File: src/rtl/zoom_frame_scheduler.sv
// Frame-level sequencer for the 2x2 block-average unit: sweeps the pixel index
// over the output frame, parks the unit between frames and guards it with a watchdog.
module zoom_frame_scheduler #(
   parameter int OUT_W   = 160,
   parameter int OUT_H   = 120,
   parameter int TIMEOUT = 31,
   parameter int AW      = 17
) (
   input  logic          clk,
   input  logic          rst,
   input  logic          start,
   input  logic          abort,
   input  logic          unit_done,
   output logic [AW-1:0] unit_addr,
   output logic          busy,
   output logic          frame_done,
   output logic          error,
   output logic [AW-1:0] pixel_count,
   output logic [1:0]    state_dbg
);

   localparam logic [AW-1:0] PARK = AW'(OUT_W * OUT_H);
   localparam logic [AW-1:0] LAST = AW'(OUT_W * OUT_H - 1);
   localparam int            WDW  = $clog2(TIMEOUT + 1);
   localparam logic [WDW-1:0] WD_LIMIT = WDW'(TIMEOUT - 1);

   typedef enum logic [1:0] {
      IDLE = 2'd0,
      RUN  = 2'd1,
      DONE = 2'd2,
      ERR  = 2'd3
   } state_t;

   state_t          state, state_n;
   logic [AW-1:0]   idx, idx_n;
   logic [AW-1:0]   pixel_count_n;
   logic [WDW-1:0]  wd, wd_n;
   logic            busy_n, error_n;

   assign state_dbg = state;

   always_ff @(posedge clk) begin
      if (rst) begin
         state       <= IDLE;
         idx         <= '0;
         pixel_count <= '0;
         wd          <= '0;
         busy        <= 1'b0;
         error       <= 1'b0;
      end else begin
         state       <= state_n;
         idx         <= idx_n;
         pixel_count <= pixel_count_n;
         wd          <= wd_n;
         busy        <= busy_n;
         error       <= error_n;
      end
   end

   always_comb begin
      state_n       = state;
      idx_n         = idx;
      pixel_count_n = pixel_count;
      wd_n          = wd;
      busy_n        = busy;
      error_n       = error;
      unit_addr     = PARK;
      frame_done    = 1'b0;
      case (state)
         IDLE, ERR: begin
            if (start) begin
               state_n       = RUN;
               idx_n         = '0;
               pixel_count_n = '0;
               wd_n          = '0;
               error_n       = 1'b0;
               busy_n        = 1'b1;
            end
         end
         RUN: begin
            // The next index is presented during the done cycle so the unit
            // restarts on the very edge it finishes.
            if (unit_done)
               unit_addr = (idx == LAST) ? PARK : idx + 1'b1;
            else
               unit_addr = idx;
            if (abort) begin
               state_n = IDLE;
               busy_n  = 1'b0;
            end else if (unit_done) begin
               pixel_count_n = pixel_count + 1'b1;
               wd_n          = '0;
               if (idx == LAST)
                  state_n = DONE;
               else
                  idx_n = idx + 1'b1;
            end else begin
               wd_n = wd + 1'b1;
               if (wd == WD_LIMIT) begin
                  error_n = 1'b1;
                  busy_n  = 1'b0;
                  state_n = ERR;
               end
            end
         end
         DONE: begin
            frame_done = 1'b1;
            busy_n     = 1'b0;
            state_n    = IDLE;
         end
         default: state_n = IDLE;
      endcase
   end

endmodule

File: config.mk
export PLATFORM = sky130hd
export DESIGN_NAME = zoom_frame_scheduler
export DESIGN_NICKNAME = d
export VERILOG_FILES = /design/src/rtl/zoom_frame_scheduler.sv
export SDC_FILE = /design/constraint.sdc
export NUM_CORES = 1
export LEC_CHECK = 0
export BUFFER_PORTS_ARGS = -buffer_cell sky130_fd_sc_hd__buf_2
export CORE_MARGIN = 4
export CORE_UTILIZATION = 56
export CTS_CLUSTER_SIZE = 16
export DETAILED_ROUTE_END_ITERATION = 12
export PLACE_DENSITY = 0.85
export SLEW_MARGIN = 20
export SYNTH_ARGS = -nofsm -noshare
export SYNTH_HDL_FRONTEND = slang
export SYNTH_SLANG_ARGS = --single-unit
File: constraint.sdc
create_clock -name clk -period 3.2 [get_ports clk]
set_clock_uncertainty 0.1 [all_clocks]
set_input_delay 0.16 -clock clk [delete_from_list [all_inputs] [get_ports clk]]
set_output_delay 0.16 -clock clk [all_outputs]
set_load 0.01 [all_outputs]
# After elaboration in Yosys (flattened, before gate mapping)
# Cells that the tools add are included.
# word_totals
inputBits,5
ff_bits,43
out_inout_bits,39
wordCells,65
# classes
reduce_logical,9
n_addsub,3
n_eq_ne,15
n_mux,32
# ops
op,n
17-bit two-way mux,9
17-bit case mux with 2 select lines,2
"17-bit by 1-bit adder with 17-bit output, second input constant",2
"17-bit by 15-bit equality test with 1-bit output, second input constant",1
5-bit two-way mux,3
"2-bit inequality test, second input constant",6
2-bit two-way mux,5
5-bit case mux with 2 select lines,1
5-bit AND reduction,2
1-bit two-way mux,9
3-bit AND reduction,3
"4-bit inequality test, second input constant",2
"3-bit inequality test, second input constant",2
2-bit case mux with 3 select lines,1
"5-bit by 1-bit adder with 5-bit output, second input constant",1
"5-bit equality test, second input constant",1
"2-bit equality test, second input constant",2
4-bit AND reduction,1
1-bit case mux with 3 select lines,1
"2-bit by 1-bit equality test with 1-bit output, second input constant",1
2-bit zero test,1
1-bit case mux with 2 select lines,1
2-bit nonzero test,1
2-bit OR reduction,1

# Depth between registers and ports, before layout
# logic_depth
word_depth,5
ltp_mapped,10
depth_no_buf,7

# Least setup slack after synthesis
# OpenSTA, ideal clock, no wires.
# synth_path
path_kind,flip-flop to flip-flop
start,register state[0] (netlist: state_dbg[0])
end,register idx[16]
setup_time_ns,0.074
stages_incl_launch_ff,10
required_ns,3.026
path_buffers,2
path_slack_ns,0.800
synth_period_minus_slack_ns,2.400
arrival_time_ns,2.226
path_cell_list,dfxtp_1 -> inv_1 -> ha_1 -> nor2b_1 -> or4_1 -> buf_2 -> or2_1 -> clkbuf_1 -> or3_1 -> o21ai_0
# synth_between
elab_chain_cells,4
elab_cells_between_ends,11
classes_between,eq/ne: 6; mux: 1; reduce/logical: 4
# synth_lines
element,line_no,rtl
"start, declared",34,"state_t state, state_n;"
"start signal, assigned",51,state <= state_n;
2-bit equality test / 2-bit zero test (equally long branches),69,case (state)
2-bit OR reduction,69,
2-bit inequality test (no source line) / 2-bit nonzero test (equally long branches),-,
5-bit AND reduction (no source line),-,
"end signal, assigned",52,idx <= idx_n;
"end, declared",35,"logic [AW-1:0] idx, idx_n;"
# Parallel ways exist; a longest one is shown, timed or not.
# A chain may end at the register's enable or synchronous reset.

# Worst setup path after layout
# layout_path
start,register idx[0]
end,output port unit_addr[11]
# layout_between
elab_chain_cells,4
elab_cells_between_ends,5
classes_between,add/sub: 1; eq/ne: 1; mux: 3
# layout_lines
element,line_no,rtl
17-bit by 1-bit adder with 17-bit output / 17-bit by 15-bit equality test with 1-bit output (equally long branches),84,unit_addr = (idx == LAST) ? PARK : idx + 1'b1;
17-bit two-way mux (*),84,
17-bit two-way mux (*),83,if (unit_done)
17-bit two-way mux (*),69,
"end, declared",14,"output logic [AW-1:0] unit_addr,"
# Every way passes the cells marked *; elsewhere a longest branch is shown, timed or not.

==> summary.md <==
| Metric | Value |
|---|---|
| Largest delay share family, worst path | simple AND/OR/NAND/NOR gates |
| RSZ-0062 raised after global routing | no |
| Final max-slew violation count | 0 |
| Worst Path Max Fanout | 10 |
| Initial Utilization | about 60% |
| Fin crit period | around 2.9 ns |
| Crit-path most repeated cell | o21ai_0 |
| Worst-margin pin slew | 0.902 ns |
| Outcome | finished, final reports clean |
| Buf/Inv on CP | 1 |
| Core Region | 4380 µm² |
| Root Buffer | clkbuf_8 |
| Fraction of layout cells with a size suffix above 1 | 17.2% |
| Synth Area per Inst | 7.78 µm² |
| Ys flop type | dfxtp_1 |
| Die ar. | 5720 µm² |
| Final global-route overflow total | 0 |
| CTS Buf Count | 5 |
| Tightest Hold Check Type | primary input to flip-flop |
| Area Growth Syn to Fin | 11.2% |
| Row cnt | 24 |
| Cts hold-fix bufs | 0 |
| First-pass GRT wire length | 10,400 µm |
| Fill cell count | 419 |
| Detail Route Antenna Nets | 0 |
| Max Freq | about 350 MHz |
| CTS Sinks | 43 |
| Worst-path clk slew | 0.08 ns |
| Period utilization | 90.5% |
| DRT Wirelength | between 6000 and 7000 µm |
| Synth cell types | 47 |
| Die Y | approximately 76 µm |
| CTS max path bufs | 2 |
| Final hold viol count | 0 |
| Ant diodes | 0 |
| Gpl congestion | ~0.87 |
| Cells along the critical path | ha_1 > nand4_1 > nor4_4 > or2_2 > o21ai_0 > o21ai_0 > buf_2 |
| Nets | 376 |
| Worst Path Arrival | 2.64 ns |
| DRC | 0 |
| Wire per inst | 14.8 µm |
| Rel. slew slack | 39.5% |
| Final setup vio count | 0 |
| Setup Buffers After CTS | 0 |
| Peak supply drop | around 0.00025 V |
| CTS tree | built |
| PwrDens | between 300 and 400 nW/µm² |
| EDFF count, synth | 0 |
| Cells after Synth | ~330 |
| DP HPWL | ~4400 µm |
| Drt first pass iters | 5 |
| CP max-delay cell | dfxtp_1 |
| Initial DRC Count | 235 |
| Worst path required time | 2.94 ns |
| CP Class | flip-flop to primary output |
| Final core occ | 64.9% |
| H-tree depth | 2 |
| Setup_tns | 0 ns |
| Gates resized, CTS repair | 0 |
| Mapped cell area | approximately 2600 µm² |
| GRT Util Overall | between 20% and 30% |
| Critical path's largest stage delay | 0.48 ns |
| Async SR Flop Fraction | 0% |
| Vias/cell | 6.04 |
| Die X | 75.6 µm |
| Vias post-DR | between 2,000 and 3,000 |
| Syn nets | 340 |
| Latest clock arrival within the worst-skew pair | 0.30 ns |
| IO Pins | 44 |
| Flops & latches, synth | 43 |
| Leakage Power | 1.13 nW |
| Largest net degree at the start of global routing | 19 |
| Max-Cap Viols | 0 |
| Critical Path End Type | primary output |
| Worst setup SP type | flip-flop |
| Seq/Total Area, Yosys | 33.6% |
| Ys Warns | 0 |
| Vias in the first global route | 2,299 |
| Antenna violations before repair | 0 |
| Port Buffers | 43 |
## synth_stat cells, types with 2 or more instances
master | count | area share [%]
dfxtp_1 | 43 | 34
nor2_1 | 33 | 4.8
o21ai_0 | 30 | 5.9
a21oi_1 | 26 | 5.1
nand2_1 | 24 | 3.5
nand3_1 | 24 | 4.7
xor2_1 | 18 | 6.2
inv_1 | 14 | 2.1
and3_1 | 11 | 2.7
nand4_1 | 10 | 2.4
o31ai_1 | 7 | 2.1
buf_2 | 6 | 1.2
ha_1 | 6 | 2.9
mux2i_1 | 6 | 2.3
nand2b_1 | 6 | 1.5
nor3_1 | 6 | 1.2
or3_1 | 6 | 1.5
clkbuf_1 | 5 | 0.73
a31oi_1 | 4 | 0.98
nor2b_1 | 4 | 0.98
a211oi_1 | 3 | 0.88
buf_6 | 3 | 1.3
xnor2_1 | 3 | 1.0
a2111oi_2 | 2 | 1.2
and2_1 | 2 | 0.49
and4_1 | 2 | 0.68
buf_4 | 2 | 0.59
nor2_2 | 2 | 0.49
nor4_1 | 2 | 0.49
o211ai_1 | 2 | 0.59
## sequential cells by signal, summed over array words and instances, names as in the netlist
register	count
wd	5
busy	1
error	1
state_dbg	2
idx	17
pixel_count	17
## layout by cell type, fill, tap and decap left out, types with 10 or more instances in the layout
cell and n:
a21oi_1 26, and3_1 11, buf_2 43, dfxtp_1 43, inv_1 14, nand2_1 24
nand3_1 24, nand4_1 10, nor2_1 33, o21ai_0 30, xor2_1 18
## layout make-up
class | count | area, µm² | share of cell area [%]
Clock buffer | 6 | 72.6 | 2.55
Clock inverter | 2 | 12.5 | 0.440
Inverter | 14 | 52.6 | 1.85
Multi-Input combinational cell | 255 | 1550 | 54.3
Sequential cell | 43 | 861 | 30.2
Tap cell | 52 | 65.1 | 2.29
Timing Repair Buffer | 46 | 238 | 8.35
## through the flow
stage	instance area [µm²]	hold WS, ns	setup WS [ns]	std cells	total power, mW
final	2850	0.0487	0.304	418	1.05
after global routing	2850	0.0713	0.135	418	1.10
after CTS	2850	0.0436	0.367	418	1.05
after detailed placement	2760	0.355	0.568	410	0.715
after global placement	2760	0.351	0.692	410	0.711
after floorplan	2560	0.262	0.800	329	0.675
## cell families (layout without fill, tap and decap cells)
family | Yosys count | in the layout | share of synthesized area, %
flops | 43 | 43 | 33.6
buf+inv | 31 | 68 | 6.01
simple gates | 140 | 140 | 28.5
compound gates | 82 | 82 | 19.4
fa+ha+maj | 6 | 6 | 2.93
mux | 6 | 6 | 2.35
xor+xnor | 21 | 21 | 7.18
## metal layers
| metal | GRT usage [%] | routed length [µm] | part of all wire, % | vias to the layer above |
|---|---|---|---|---|
| li1 | - | - | - | 1248 |
| met5 | 0 | 0 | 0 | - |
| met1 | 31.8 | 2850 | 46 | 1188 |
| met4 | 7.38 | 70 | 1.1 | 0 |
| met2 | 37.4 | 2890 | 47 | 82 |
| met3 | 4.22 | 387 | 6.2 | 8 |
## path summary, 6_finish.rpt
| kind | startpoint | endpoint | slack [ns] | cells past startpoint |
|---|---|---|---|---|
| worst min-delay path | rst | idx[1] | 0.05 | 2 |
| worst min register to register | error | error | 0.38 | 2 |
| worst max register to register | state_dbg[0] | idx[6] | 0.49 | 7 |
| worst max-delay path | idx[0] | unit_addr[11] | 0.30 | 7 |
## where the power goes
part	total [mW]	internal, mW	switching (mW)
registers	0.552	0.543	0.00946
logic	0.152	0.0514	0.100
clock network	0.347	0.153	0.194
total	1.05	0.747	0.304
Power figures use the tool's default switching activity.
